**src/rtl/can_msg_fifo_if.sv**
```systemverilog
// Handshake and status bundle between the CAN register block and the message FIFO.
// The FIFO takes the slave view; the producer/consumer logic takes the master view.
interface can_msg_fifo_if #(
    parameter int DATA_WIDTH = 128,
    parameter int ADDR_WIDTH = 3
);
    logic                  i_flush;
    logic                  i_wr_en;
    logic [DATA_WIDTH-1:0] i_fifo_w_data;
    logic                  i_r_en;
    logic                  i_clr_err;
    logic [DATA_WIDTH-1:0] o_fifo_r_data;
    logic                  o_r_valid;
    logic [ADDR_WIDTH:0]   o_count;
    logic                  o_full;
    logic                  o_empty;
    logic                  o_almost_full;
    logic                  o_almost_empty;
    logic                  o_overflow;
    logic                  o_underflow;

    modport slave (
        input  i_flush, i_wr_en, i_fifo_w_data, i_r_en, i_clr_err,
        output o_fifo_r_data, o_r_valid, o_count, o_full, o_empty,
               o_almost_full, o_almost_empty, o_overflow, o_underflow
    );

    modport master (
        output i_flush, i_wr_en, i_fifo_w_data, i_r_en, i_clr_err,
        input  o_fifo_r_data, o_r_valid, o_count, o_full, o_empty,
               o_almost_full, o_almost_empty, o_overflow, o_underflow
    );
endinterface

```
**src/rtl/can_msg_fifo.sv**
```systemverilog
// Parametrised CAN frame FIFO: count-based full/empty, programmable almost flags,
// sticky overflow/underflow, synchronous flush, registered or FWFT read port.
module can_msg_fifo #(
    parameter int DATA_WIDTH    = 128,
    parameter int ADDR_WIDTH    = 3,
    parameter int AFULL_THRESH  = 6,
    parameter int AEMPTY_THRESH = 1,
    parameter bit FWFT          = 1'b0
) (
    input  logic           i_sys_clk,
    input  logic           i_reset,
    can_msg_fifo_if.slave  bus
);
    localparam int DEPTH = 2 ** ADDR_WIDTH;
    localparam int CW    = ADDR_WIDTH + 1;

    localparam logic [ADDR_WIDTH-1:0] PTR_ONE = 1;
    localparam logic [CW-1:0]         CNT_ONE = 1;
    localparam logic [CW-1:0]         AF_T    = CW'(AFULL_THRESH);
    localparam logic [CW-1:0]         AE_T    = CW'(AEMPTY_THRESH);

    logic [DATA_WIDTH-1:0] mem [DEPTH];
    logic [ADDR_WIDTH-1:0] w_ptr, r_ptr;
    logic [CW-1:0]         count_q, count_nxt;
    logic                  full_q, empty_q, afull_q, aempty_q;
    logic                  ovf_q, udf_q;
    logic                  wr_ok, rd_ok;

    // Accept decisions use only registered state, so a pop at full frees room for a push.
    always_comb begin
        rd_ok     = bus.i_r_en & ~empty_q;
        wr_ok     = bus.i_wr_en & (~full_q | rd_ok);
        count_nxt = count_q;
        case ({wr_ok, rd_ok})
            2'b10:   count_nxt = count_q + CNT_ONE;
            2'b01:   count_nxt = count_q - CNT_ONE;
            default: count_nxt = count_q;
        endcase
    end

    // NOTE: the frame store has no reset; contents are only observable through valid pointers.
    always_ff @(posedge i_sys_clk) begin
        if (wr_ok && !i_reset && !bus.i_flush)
            mem[w_ptr] <= bus.i_fifo_w_data;
    end

    // NOTE: all state uses non-blocking assignments so every register samples pre-edge values.
    always_ff @(posedge i_sys_clk) begin
        if (i_reset) begin
            w_ptr    <= '0;
            r_ptr    <= '0;
            count_q  <= '0;
            full_q   <= 1'b0;
            empty_q  <= 1'b1;
            afull_q  <= 1'b0;
            aempty_q <= 1'b1;
            ovf_q    <= 1'b0;
            udf_q    <= 1'b0;
        end else if (bus.i_flush) begin
            w_ptr    <= '0;
            r_ptr    <= '0;
            count_q  <= '0;
            full_q   <= 1'b0;
            empty_q  <= 1'b1;
            afull_q  <= 1'b0;
            aempty_q <= 1'b1;
        end else begin
            if (wr_ok) w_ptr <= w_ptr + PTR_ONE;
            if (rd_ok) r_ptr <= r_ptr + PTR_ONE;
            count_q  <= count_nxt;
            full_q   <= (count_nxt == CW'(DEPTH));
            empty_q  <= (count_nxt == '0);
            afull_q  <= (count_nxt >= AF_T);
            aempty_q <= (count_nxt <= AE_T);
            // A new error in the clearing cycle wins over the clear.
            ovf_q    <= (ovf_q & ~bus.i_clr_err) | (bus.i_wr_en & ~wr_ok);
            udf_q    <= (udf_q & ~bus.i_clr_err) | (bus.i_r_en & ~rd_ok);
        end
    end

    generate
        if (FWFT) begin : g_fwft
            // Head is shown directly; forced to zero while empty so reset/flush read as zero.
            assign bus.o_fifo_r_data = empty_q ? '0 : mem[r_ptr];
            assign bus.o_r_valid     = ~empty_q;
        end else begin : g_reg
            logic [DATA_WIDTH-1:0] rdata_q;
            logic                  rvalid_q;

            always_ff @(posedge i_sys_clk) begin
                if (i_reset) begin
                    rdata_q  <= '0;
                    rvalid_q <= 1'b0;
                end else if (bus.i_flush) begin
                    rvalid_q <= 1'b0;
                end else begin
                    rvalid_q <= rd_ok;
                    if (rd_ok) rdata_q <= mem[r_ptr];
                end
            end

            assign bus.o_fifo_r_data = rdata_q;
            assign bus.o_r_valid     = rvalid_q;
        end
    endgenerate

    assign bus.o_count        = count_q;
    assign bus.o_full         = full_q;
    assign bus.o_empty        = empty_q;
    assign bus.o_almost_full  = afull_q;
    assign bus.o_almost_empty = aempty_q;
    assign bus.o_overflow     = ovf_q;
    assign bus.o_underflow    = udf_q;
endmodule

```
**src/flat_wrapper.sv**
```systemverilog
// flat-port wrapper written by rule: the top's interface ports become plain ports
module can_msg_fifo_flat 
#(
    parameter int DATA_WIDTH    = 128,
    parameter int ADDR_WIDTH    = 3,
    parameter int AFULL_THRESH  = 6,
    parameter int AEMPTY_THRESH = 1,
    parameter bit FWFT          = 1'b0
)
  (i_sys_clk, i_reset, bus_i_flush, bus_i_wr_en, bus_i_fifo_w_data, bus_i_r_en, bus_i_clr_err, bus_o_fifo_r_data, bus_o_r_valid, bus_o_count, bus_o_full, bus_o_empty, bus_o_almost_full, bus_o_almost_empty, bus_o_overflow, bus_o_underflow);
  can_msg_fifo_if #(.DATA_WIDTH(DATA_WIDTH), .ADDR_WIDTH(ADDR_WIDTH)) bus_i ();
  input  logic i_sys_clk;
  input  logic i_reset;
  input wire logic [$bits(bus_i.i_flush)-1:0] bus_i_flush;
  input wire logic [$bits(bus_i.i_wr_en)-1:0] bus_i_wr_en;
  input wire logic [$bits(bus_i.i_fifo_w_data)-1:0] bus_i_fifo_w_data;
  input wire logic [$bits(bus_i.i_r_en)-1:0] bus_i_r_en;
  input wire logic [$bits(bus_i.i_clr_err)-1:0] bus_i_clr_err;
  output wire logic [$bits(bus_i.o_fifo_r_data)-1:0] bus_o_fifo_r_data;
  output wire logic [$bits(bus_i.o_r_valid)-1:0] bus_o_r_valid;
  output wire logic [$bits(bus_i.o_count)-1:0] bus_o_count;
  output wire logic [$bits(bus_i.o_full)-1:0] bus_o_full;
  output wire logic [$bits(bus_i.o_empty)-1:0] bus_o_empty;
  output wire logic [$bits(bus_i.o_almost_full)-1:0] bus_o_almost_full;
  output wire logic [$bits(bus_i.o_almost_empty)-1:0] bus_o_almost_empty;
  output wire logic [$bits(bus_i.o_overflow)-1:0] bus_o_overflow;
  output wire logic [$bits(bus_i.o_underflow)-1:0] bus_o_underflow;
  assign bus_i.i_flush = bus_i_flush;
  assign bus_i.i_wr_en = bus_i_wr_en;
  assign bus_i.i_fifo_w_data = bus_i_fifo_w_data;
  assign bus_i.i_r_en = bus_i_r_en;
  assign bus_i.i_clr_err = bus_i_clr_err;
  assign bus_o_fifo_r_data = bus_i.o_fifo_r_data;
  assign bus_o_r_valid = bus_i.o_r_valid;
  assign bus_o_count = bus_i.o_count;
  assign bus_o_full = bus_i.o_full;
  assign bus_o_empty = bus_i.o_empty;
  assign bus_o_almost_full = bus_i.o_almost_full;
  assign bus_o_almost_empty = bus_i.o_almost_empty;
  assign bus_o_overflow = bus_i.o_overflow;
  assign bus_o_underflow = bus_i.o_underflow;
  can_msg_fifo #(.DATA_WIDTH(DATA_WIDTH), .ADDR_WIDTH(ADDR_WIDTH), .AFULL_THRESH(AFULL_THRESH), .AEMPTY_THRESH(AEMPTY_THRESH), .FWFT(FWFT)) u_core (.i_sys_clk(i_sys_clk), .i_reset(i_reset), .bus(bus_i));
endmodule
```
**config.mk**
```make
export PLATFORM = sky130hd
export DESIGN_NAME = can_msg_fifo_flat
export DESIGN_NICKNAME = d
export VERILOG_FILES = /design/src/rtl/can_msg_fifo_if.sv /design/src/rtl/can_msg_fifo.sv /design/src/flat_wrapper.sv
export SDC_FILE = /design/constraint.sdc
export NUM_CORES = 1
export LEC_CHECK = 0
export BUFFER_PORTS_ARGS = -buffer_cell sky130_fd_sc_hd__buf_2
export CAP_MARGIN = 25
export CORE_ASPECT_RATIO = 0.6
export CORE_UTILIZATION = 35
export DETAILED_ROUTE_END_ITERATION = 8
export SLEW_MARGIN = 20
export SYNTH_ARGS = -nofsm -noshare
export SYNTH_HDL_FRONTEND = slang
export SYNTH_SLANG_ARGS = --single-unit
```
**constraint.sdc**
```tcl
create_clock -name i_sys_clk -period 24.6 [get_ports i_sys_clk]
set_input_delay 4.92 -clock i_sys_clk [delete_from_list [all_inputs] [get_ports i_sys_clk]]
set_output_delay 4.92 -clock i_sys_clk [all_outputs]
set_load 0.01 [all_outputs]
```
# Word-level counts from Yosys, hierarchy flattened
# Memories as Yosys holds them, arrays and structs flattened. A register that Yosys moved wholly into a read port is not among the register bits.
# Cells that the tools add are included.
[totals]
regBits = 17
ramBits = 1024
elab_cells = 45
mem_count = 1
[memory_table]
columns = ["name", "words", "width", "read_ports", "rd_ports_with_merged_regs", "wr", "line", "rtl"]
rows = [
  ["u_core.mem", 8, 128, 1, 1, 1, "can_msg_fifo.sv:22", "logic [DATA_WIDTH-1:0] mem [DEPTH];"],
]
[classes]
addsub = 4
magnitude_cmp = 2
eq_ne = 3
mux = 3
bitwise = 15
n_reduce_logical = 7
[ops]
columns = ["cell", "n"]
rows = [
  ["$pmux 4 s2", 1],
  ["$add 3x1->3 const B", 2],
  ["$and 1x1->1", 6],
  ["$not 1->1", 6],
  ["$add 4x1->4 const B", 1],
  ["$eq 4x4->1 const B", 1],
  ["$ge 4x3->1 const B", 1],
  ["$le 4x1->1 const B", 1],
  ["$logic_not 4->1", 1],
  ["$sub 4x1->4 const B", 1],
  ["$or 1x1->1", 3],
  ["$eq 2x1->1 const B", 1],
  ["$eq 2x2->1 const B", 1],
  ["$logic_and 1x1->1", 2],
  ["$logic_not 1->1", 2],
  ["$mux 1", 2],
  ["$reduce_and 2->1", 1],
  ["$reduce_or 2->1", 1],
]

# Longest topological paths before layout
# Gate-level depths: netlist of run 1.
[logic_depth]
ltp_word = 8
mapped_depth = 11
mapped_depth_nobuf = 11

# Least setup slack after synthesis of run 1
# Ideal clock, no wire load.
[synth_path]
path_type = "input to register"
from = "in i_reset"
to = "mem u_core.mem[0][0], enable pin"
setup_time_ns = 0.772
arrival_ns = 14.373
setup_slack_ns = 9.455
path_stages = 4
n_path_buf = 1
cell_sequence = "clkbuf_1 or2_2 or3_1 nor3_1"
[synth_via]
elab_chain_len = 5
[synth_rtl]
columns = ["item", "line", "rtl"]
rows = [
  ["from (decl)", "flat_wrapper.sv:13", "input logic i_reset;"],
  ["$logic_not 1->1", "can_msg_fifo.sv:43", "if (wr_ok && !i_reset && !bus.i_flush)"],
  ["$logic_and 1x1->1 (2 in a row)", "can_msg_fifo.sv:43", ""],
  ["$mux 1", "can_msg_fifo.sv:43", ""],
  ["$mux 1 (implied by the code)", "can_msg_fifo.sv:44", "mem[w_ptr] <= bus.i_fifo_w_data;"],
  ["to (decl)", "can_msg_fifo.sv:22", ""],
]
# No other way between the ends.

# Final worst setup path of run 1
[layout_path]
from = "in i_reset"
to = "mem u_core.mem[4][89], enable pin"
# The elaborated chain is that of the path after synthesis.

==> metrics.txt, run 1 <==
EDFF count, synth=1024; vias in the first global route=20900; htree depth=3; Yosys top cell area share=0.703; initial antenna violation count=33; Crit Path Category=primary input to flip-flop; Core Box Area=0.124 mm2; root buffer cell=clkbuf_16; Max stage delay cell, worst path=buf_4; Filler cells=10800; endpoints failing setup=0; Post-Syn Area=0.0438 mm2; post-synthesis net count=2151; Leakage=15.7 nW; Cells after Synth=2012; Tot Pwr=0.00404 W; Peak Freq=139 MHz; DR vias/cell=4.93; Routed WL=95500 um; multi-input logic area=0.00913 mm2; NumNets Final=2445; routability cong.=0.707; async set-reset flop share out of synthesis=0; Synth Register Bits=1169; GRT Residual Overflow=0; Ys Warns=0; largest net degree at the start of global routing=129; Register Area=0.0337 mm2; I/O pins=273; power per cell area=80.0 mW/mm2; post-cts sizing count=0; critical path launch point type=primary input; IR drop worst, VDD=67.5 uV; sequential fraction of the synthesis area=0.769; worst-path cell chain=buf_6 > nor2_1 > nand3_1 > nor3_2 > buf_4 > buf_4; syn avg cell area=21.8 um2; Die ar.=0.127 mm2; Least-Margin Pin Slew=1.05 ns; IO Port Bufs=272; Finished Cell Area=0.0505 mm2; CTS tree=built; critical path arrival=7.49 ns; Setup crit end kind=flip-flop; # rows=100; total CTS buffers=113; unrepaired setup endpoints after global routing=false; placed standard-cell area=0.0466 mm2; setup_tns=0 ns; WHS Path Cells=2; Worst-path clk slew=0.06 ns; top-count cell post-synth=edfxtp_1; area leader, netlist=edfxtp_1; Tcrit/Tclk final=0.292; number of max-cap violations=0; clk sink count=1169; Distinct cells, synth=40; status=completed; WL/cell=23.3 um; P&R area growth vs syn=15.3%; R2R depth=5; DRC=0; worst-case clock buffer depth=3; most frequent CP cell=buf_4; slew margin rel.=0.298; Synth area leaders=edfxtp_1, mux4_2, dfxtp_1, mux2i_1, a211oi_1; Final Non-Filler Cells=4096; Worst path max stage delay=0.78 ns; Clock Skew=0.0219 ns; Hold Path Class=flip-flop to flip-flop; total number of vias=20200; CP Data Required Time=24.91 ns; Die Ht=276 um; 1st-iter DRT viols=1425; top_reg_cell synth=edfxtp_1; Pins Over Slew Limit=0; All-Layer GR Usage=0.149; Die W=459 um; Routed Antenna Nets=0; first-pass GRT wire length=139000 um; worst-skew pair later-pin latency=0.71 ns; synth cell count leaders=edfxtp_1, mux4_2, nor2_1, dfxtp_1, mux2i_1; drt first pass iters=5; placed cells=3872; Post-CTS Setup Repair Bufs=0; CTS hold repair buffers=0; Initial Util=0.353; layout cells sized above 1=0.305; Final min period=7.18 ns; Detail Placement HPWL=50500 um; CP Max Fanout=65; final hold violation count=0
-- per-layer routing --
metal | vias up | global-route usage | routed length (um)
li1 | 8979 | - | -
met1 | 10700 | 0.199 | 41700
met2 | 388 | 0.243 | 46200
met3 | 137 | 0.0443 | 6120
met4 | 22 | 0.0295 | 1400
met5 | - | 0 | 156
-- cell families after synthesis --
logic type,count (synthesis),share of synthesized area
DFF,1169,0.769
muxes,385,0.163
and+or+nand+nor,178,0.0167
AOI/OAI and AO/OA,144,0.0245
buffers and inverters,122,0.0239
xor gates and xnor gates,9,0.00180
adders and majority gates,5,0.00143
-- stage by stage --
stage / worst slack (ns) / util / hold slack [ns]
6_report: 17.42 / 0.407 / 0.466
5_1_grt: 17.32 / 0.407 / 0.506
4_1_cts: 17.42 / 0.406 / 0.472
3_5_place_dp: 16.65 / 0.376 / 0.463
3_3_place_gp: 16.60 / 0.375 / 0.442
2_1_floorplan: 9.45 / - / 0.476
-- sequential cells by signal, indices dropped and copies added, names as in the netlist --
| name | flops |
|---|---|
| u_core.mem | 1024 |
| u_core.bus.o_fifo_r_data | 128 |
| u_core.bus.o_count | 4 |
| u_core.r_ptr | 3 |
| u_core.w_ptr | 3 |
| u_core.bus.o_almost_empty | 1 |
| u_core.bus.o_almost_full | 1 |
| u_core.bus.o_empty | 1 |
| u_core.bus.o_full | 1 |
| u_core.bus.o_overflow | 1 |
| u_core.bus.o_r_valid | 1 |
| u_core.bus.o_underflow | 1 |
-- critical path, delay by kind of cell --
kind	cells	cell delay, ns
buf+inv	3	1.68
simple gates	3	0.76
-- final cells by class --
cell class | instances | area share
multi-input cells | 721 | 0.181
clock buffers | 154 | 0.0633
well taps | 1683 | 0.0417
diodes | 7 | 0.000347
inverters | 2 | 0.000149
repair buffers | 299 | 0.0343
clock inverters | 61 | 0.0122
flip-flops and latches | 1169 | 0.667
-- placed cells by master, fill, tap and decap left out, types with 2 or more instances in the layout --
cell type,count
diode_2,7
buf_16,3
nand3_1,3
buf_12,8
nand2b_1,4
ha_1,5
mux4_2,238
edfxtp_1,1024
dfxtp_1,142
mux2i_1,129
xor2_1,5
dfxtp_4,3
nand2_1,10
clkbuf_16,115
clkinvlp_4,5
clkbuf_8,17
a211oi_1,128
nand4b_1,2
a211o_1,2
clkinv_2,24
clkinv_8,3
a31oi_1,2
a21oi_1,6
nor3_1,2
xnor2_1,4
nor2_4,7
buf_2,271
buf_4,16
clkinv_1,14
clkbuf_1,22
bufinv_16,10
inv_6,3
mux4_1,18
nor3_2,2
nor2_1,140
-- worst paths after layout --
kind                                  end                   from  slack (ns)
min                 u_core.bus.o_overflow  u_core.bus.o_overflow        0.47
min reg2reg         u_core.bus.o_overflow  u_core.bus.o_overflow        0.47
max                     u_core.mem[4][89]                i_reset       17.42
max reg2reg  u_core.bus.o_fifo_r_data[55]        u_core.r_ptr[0]       21.02
-- where the power goes --
| group | internal (W) | total (W) | switching [W] | leakage [nW] |
|---|---|---|---|---|
| clock network | 0.00102 | 0.00175 | 0.000733 | 1.87 |
| registers | 0.00217 | 0.00218 | 0.00000758 | 10.4 |
| logic | 0.0000413 | 0.000109 | 0.0000675 | 3.39 |
Note: power is estimated with default switching activity, not from simulation.
==> run 2, diff against run 1 <==
==> constraint.sdc (replaced) <==
create_clock -name i_sys_clk -period 7.45 [get_ports i_sys_clk]
set_input_delay 1.49 -clock i_sys_clk [delete_from_list [all_inputs] [get_ports i_sys_clk]]
set_output_delay 1.49 -clock i_sys_clk [all_outputs]
set_load 0.01 [all_outputs]
==> metrics.txt, run 2 (synthesis gave the netlist of run 1 again) <==
post-cts sizing count=0 (unchanged); Pins Over Slew Limit=0 (unchanged); Peak Freq=279 MHz; htree depth=3 (unchanged); Clock Skew=0.0211 ns (-0.000868 ns); largest net degree at the start of global routing=179 (+39%); drt first pass iters=5 (unchanged); final hold violation count=0 (unchanged); r2r setup slk=4.22 ns (-16.80 ns); first-pass GRT wire length=140000 um (+0.63%); WL/cell=23.5 um (+0.67%); FF-to-FF End=u_core.bus.o_fifo_r_data[6]; CTS hold repair buffers=0 (unchanged); vias in the first global route=20800 (-0.24%); number of max-cap violations=0 (unchanged); Hold Path Class=flip-flop to flip-flop; critical path arrival=3.86 ns (-3.63 ns); GRT Residual Overflow=0 (unchanged); number of flip-flops in the largest register=1024 (unchanged); Least-Margin Pin Slew=1.17 ns (+0.114 ns); Setup crit end kind=flip-flop; Die Ht=276 um (unchanged); dpl ws=3.16 ns (-13.49 ns); R2R depth=5 (unchanged); root buffer cell=clkbuf_16; layout cells sized above 1=0.297 (-0.00774); I/O pins=273 (unchanged); initial antenna violation count=35 (+6.1%); Final min period=3.59 ns; Worst setup endpoint=u_core.mem[1][73]; CP Data Required Time=7.73 ns (-17.18 ns); IO Port Bufs=272 (unchanged); Post-CTS Setup Repair Bufs=0 (unchanged); 1st-iter DRT viols=1319 (-7.4%); worst setup path startpoint=i_reset; DRC=0 (unchanged); Tcrit/Tclk final=0.482; NumNets Final=2440 (-0.20%); Routed Antenna Nets=0 (unchanged); Initial Util=0.353 (unchanged); DR vias/cell=4.92 (-0.11%); clk sink count=1169 (unchanged); Crit Path Category=primary input to flip-flop; Finished Cell Area=0.0503 mm2 (-0.30%); All-Layer GR Usage=0.150 (+0.000493); Die ar.=0.127 mm2 (unchanged); Die W=459 um (unchanged); critical path launch point type=primary input; Routed WL=95900 um (+0.40%); IR drop worst, VDD=182 uV (+170%); placed standard-cell area=0.0466 mm2 (about the same); endpoints failing setup=0 (unchanged); power per cell area=261 mW/mm2 (+230%); unrepaired setup endpoints after global routing=false; routability cong.=0.743 (+5.0%); # rows=100 (unchanged); P&R area growth vs syn=15.0%; worst reg2reg startpoint=u_core.r_ptr[1]; final core occ=0.406 (-0.00123); Final WS setup=3.86 ns (-13.56 ns); total CTS buffers=110 (-2.7%); Largest Register=u_core.mem; Detail Placement HPWL=50700 um (+0.37%); worst-skew pair later-pin latency=0.67 ns (-0.04 ns); slew margin rel.=0.222 (-0.0763); CTS tree=built; Core Box Area=0.124 mm2 (unchanged); status=completed; total number of vias=20100 (-0.38%); worst-case clock buffer depth=3 (unchanged); leading cell type in the layout, fill and taps excluded=edfxtp_1; Leakage=15.6 nW (-0.70%); CP Max Fanout=128 (+97%); Worst-path clk slew=0.06 ns (about the same); most frequent cells in the layout=edfxtp_1, buf_2, mux4_2, dfxtp_1, nor2_1
-- run 2: changes by cell type in the layout (fill, tap and decap cells not counted), sizes merged --
| cell | before | now |
|---|---|---|
| clkinvlp | 5 | 3 |
| bufinv | 10 | 11 |
| diode | 7 | 4 |
| clkbuf | 154 | 148 |
| buf | 299 | 297 |
| clkinv | 42 | 43 |
-- run 2: how the worst min path moves through the flow --
stage                                from                    end  slack (ns)  cells past startpoint
global route        u_core.bus.o_overflow  u_core.bus.o_overflow        0.49                      2
global placement    u_core.bus.o_overflow  u_core.bus.o_overflow        0.45                      2
detailed placement  u_core.bus.o_overflow  u_core.bus.o_overflow        0.46                      2
finish              u_core.bus.o_overflow  u_core.bus.o_overflow        0.47                      2
CTS                 u_core.bus.o_overflow  u_core.bus.o_overflow        0.47                      2
floorplan           u_core.bus.o_overflow  u_core.bus.o_overflow        0.48                      2
-- run 2: metal layers --
layer,vias up,global-route usage,wire length (um)
met5,-,0,178
met4,30,0.0335,1610
met1,10600,0.199,41600
met2,365,0.244,46200
met3,154,0.0435,6270
li1,8945,-,-
-- run 2: final cells by class --
type	instances	area, um2
sequential	1169	33700
timing repair buffer	297	1750
clock inverter	61	582
inverter	2	7.51
clock buffer	148	3050
antenna	4	10.0
multi-input combinational	721	9140
tap	1683	2110
fill	10800	73700
-- run 2: where the power goes --
part,internal (W),leakage [nW],switching [W]
clock,0.00325,1.78,0.00234
combinational,0.000137,3.37,0.000221
sequential,0.00717,10.4,0.0000284
-- run 2: worst max-delay path: stages --
cell    delay, ns
buf_6        0.28
or2_2        0.50
or3_1        0.52
nor2_4       0.19
buf_12       0.60
-- run 2: metrics by stage --
stage / setup TNS [ns] / std cells / hold WS [ns] / total power (W)
finish: 0 / 4085 / 0.466 / 0.0131
global route: 0 / 4082 / 0.490 / 0.0136
detailed placement: 0 / 3870 / 0.462 / 0.00771
CTS: 0 / 4079 / 0.470 / 0.0133
global placement: 0 / 3869 / 0.445 / 0.00769
floorplan: -558.09 / 2012 / 0.476 / 0.00753
==> run 3, diff against run 2 <==
==> constraint.sdc (replaced) <==
create_clock -name i_sys_clk -period 3.66 [get_ports i_sys_clk]
set_input_delay 0.732 -clock i_sys_clk [delete_from_list [all_inputs] [get_ports i_sys_clk]]
set_output_delay 0.732 -clock i_sys_clk [all_outputs]
set_load 0.01 [all_outputs]
==> metrics.txt, run 3 (synthesis gave the netlist of run 1 again) <==
CTS hold repair buffers=0 (unchanged); number of flip-flops in the largest register=1024 (unchanged); Worst-path clk slew=0.06 ns (about the same); Tot Pwr=0.0269 W (+100%); Tcrit/Tclk final=0.747; Largest Register=u_core.mem; total number of vias=20200 (+0.44%); critical path arrival=3.30 ns (-0.56 ns); vias in the first global route=21200 (+2.1%); Clock Skew=0.0214 ns (+0.000357 ns); routability cong.=0.748 (+0.67%); NumNets Final=2461 (+0.86%); power per cell area=529 mW/mm2 (+100%); endpoints failing setup=0 (unchanged); Logic pwr share=0.028 (about the same); DR vias/cell=4.92 (-0.10%); root buffer cell=clkbuf_16; setup_tns=0 ns (unchanged); WL/cell=23.3 um (-0.69%); IO Port Bufs=272 (unchanged); Least-Margin Pin Slew=0.974 ns (-0.193 ns); All-Layer GR Usage=0.151 (+0.00144); Detail Placement HPWL=54800 um (+8.2%); leading cell type in the layout, fill and taps excluded=edfxtp_1; Die W=459 um (unchanged); status=completed; critical path launch point type=flip-flop; P&R area growth vs syn=16.1%; Net Sw Power=0.00532 W (+110%); 1st-iter DRT viols=1447 (+9.7%); Crit Path Category=flip-flop to flip-flop; drt first pass iters=5 (unchanged); Peak Freq=366 MHz; Filler cells=10900 (+0.83%); R2R depth=11 (+6); Die Ht=276 um (unchanged); Hold Path Class=primary input to flip-flop; r2r setup slk=0.93 ns (-3.29 ns); Leakage=15.8 nW (+1.4%); initial antenna violation count=33 (-5.7%); I/O pins=273 (unchanged); clk sink count=1169 (unchanged); clock share of power=0.427 (+0.002); WHS Path Cells=1 (-1); most frequent cells in the layout=edfxtp_1, buf_2, mux4_2, dfxtp_1, nor2_1; final hold violation count=0 (unchanged); internal power component=0.0216 W (+100%); number of max-cap violations=0 (unchanged); Die ar.=0.127 mm2 (unchanged); unrepaired setup endpoints after global routing=false; Final min period=2.73 ns; CP Data Required Time=4.22 ns (-3.51 ns); Net Sw Frac=0.198 (+0.000630); Routed Antenna Nets=0 (unchanged); total CTS buffers=110 (unchanged); post-cts sizing count=0 (unchanged); CP Max Fanout=6 (-95%); slew margin rel.=0.350 (+0.129); DRC=0 (unchanged); Initial Util=0.353 (unchanged); # rows=100 (unchanged); worst-skew pair later-pin latency=0.69 ns (+0.02 ns); Core Box Area=0.124 mm2 (unchanged); Setup crit end kind=flip-flop; htree depth=3 (unchanged); first-pass GRT wire length=141000 um (+1.0%); largest net degree at the start of global routing=83 (-54%); worst-case clock buffer depth=3 (unchanged); share of power burned in registers=0.545 (-0.003); CTS tree=built; Routed WL=95700 um (-0.16%); Pins Over Slew Limit=0 (unchanged); IR drop worst, VDD=323 uV (+77%); GRT Residual Overflow=0 (unchanged); layout cells sized above 1=0.307 (+0.0102); Post-CTS Setup Repair Bufs=0 (unchanged)
==> run 3: final cells by class <==
type                            count  area, um2  share of cell area
Timing Repair Buffer              318       2190              0.0431
Antenna cell                        8       20.0            0.000394
Sequential cell                  1169      33700               0.662
Inverter                            2       7.51            0.000148
Clock inverter                     53        576              0.0113
Tap cell                         1683       2110              0.0414
Multi-Input combinational cell    721       9170               0.180
Clock buffer                      153       3100              0.0609
==> run 3: final timing paths <==
path,start,to
max reg2reg,u_core.bus.o_empty,u_core.bus.o_almost_full
max,u_core.bus.o_empty,u_core.bus.o_almost_full
min,bus_i_fifo_w_data[0],u_core.mem[2][0]
min reg2reg,u_core.bus.o_overflow,u_core.bus.o_overflow
==> run 3: metal layers <==
metal | track usage | up-vias | share of wire
li1 | - | 9004 | -
met1 | 0.197 | 10600 | 0.43
met2 | 0.254 | 376 | 0.50
met3 | 0.0370 | 161 | 0.051
met4 | 0.0400 | 26 | 0.021
met5 | 0 | - | 0.0017
==> run 3: worst max-delay path: stages, from the launching register on <==
cell      delay [ns]
dfxtp_1         0.32
nand2b_4        0.18
a21boi_4        0.27
inv_2           0.09
ha_1            0.28
xor2_1          0.19
ha_1            0.21
a21oi_2         0.18
xor2_1          0.28
nor2_1          0.09
xnor2_1         0.16
o311ai_1        0.35
==> run 3: per-stage QoR <==
step	std cells	area, um2	setup WS (ns)	utilization	hold WS, ns
CTS	4099	50800	0.940	0.410	0.245
detailed placement	3893	47100	0.495	0.380	0.445
global route	4105	50800	0.772	0.410	0.269
global placement	3893	47100	0.581	0.380	0.444
finish	4107	50800	0.926	0.410	0.310
floorplan	2012	43900	-1.39	-	0.476
==> run 3: power by group through the flow <==
stage               Clock, W  Sequential (W)  Combinational, W
floorplan                  0          0.0150          0.000373
global placement           0          0.0149          0.000738
detailed placement         0          0.0149          0.000765
CTS                   0.0118          0.0147          0.000767
global route          0.0123          0.0147          0.000827
finish                0.0115          0.0147          0.000747
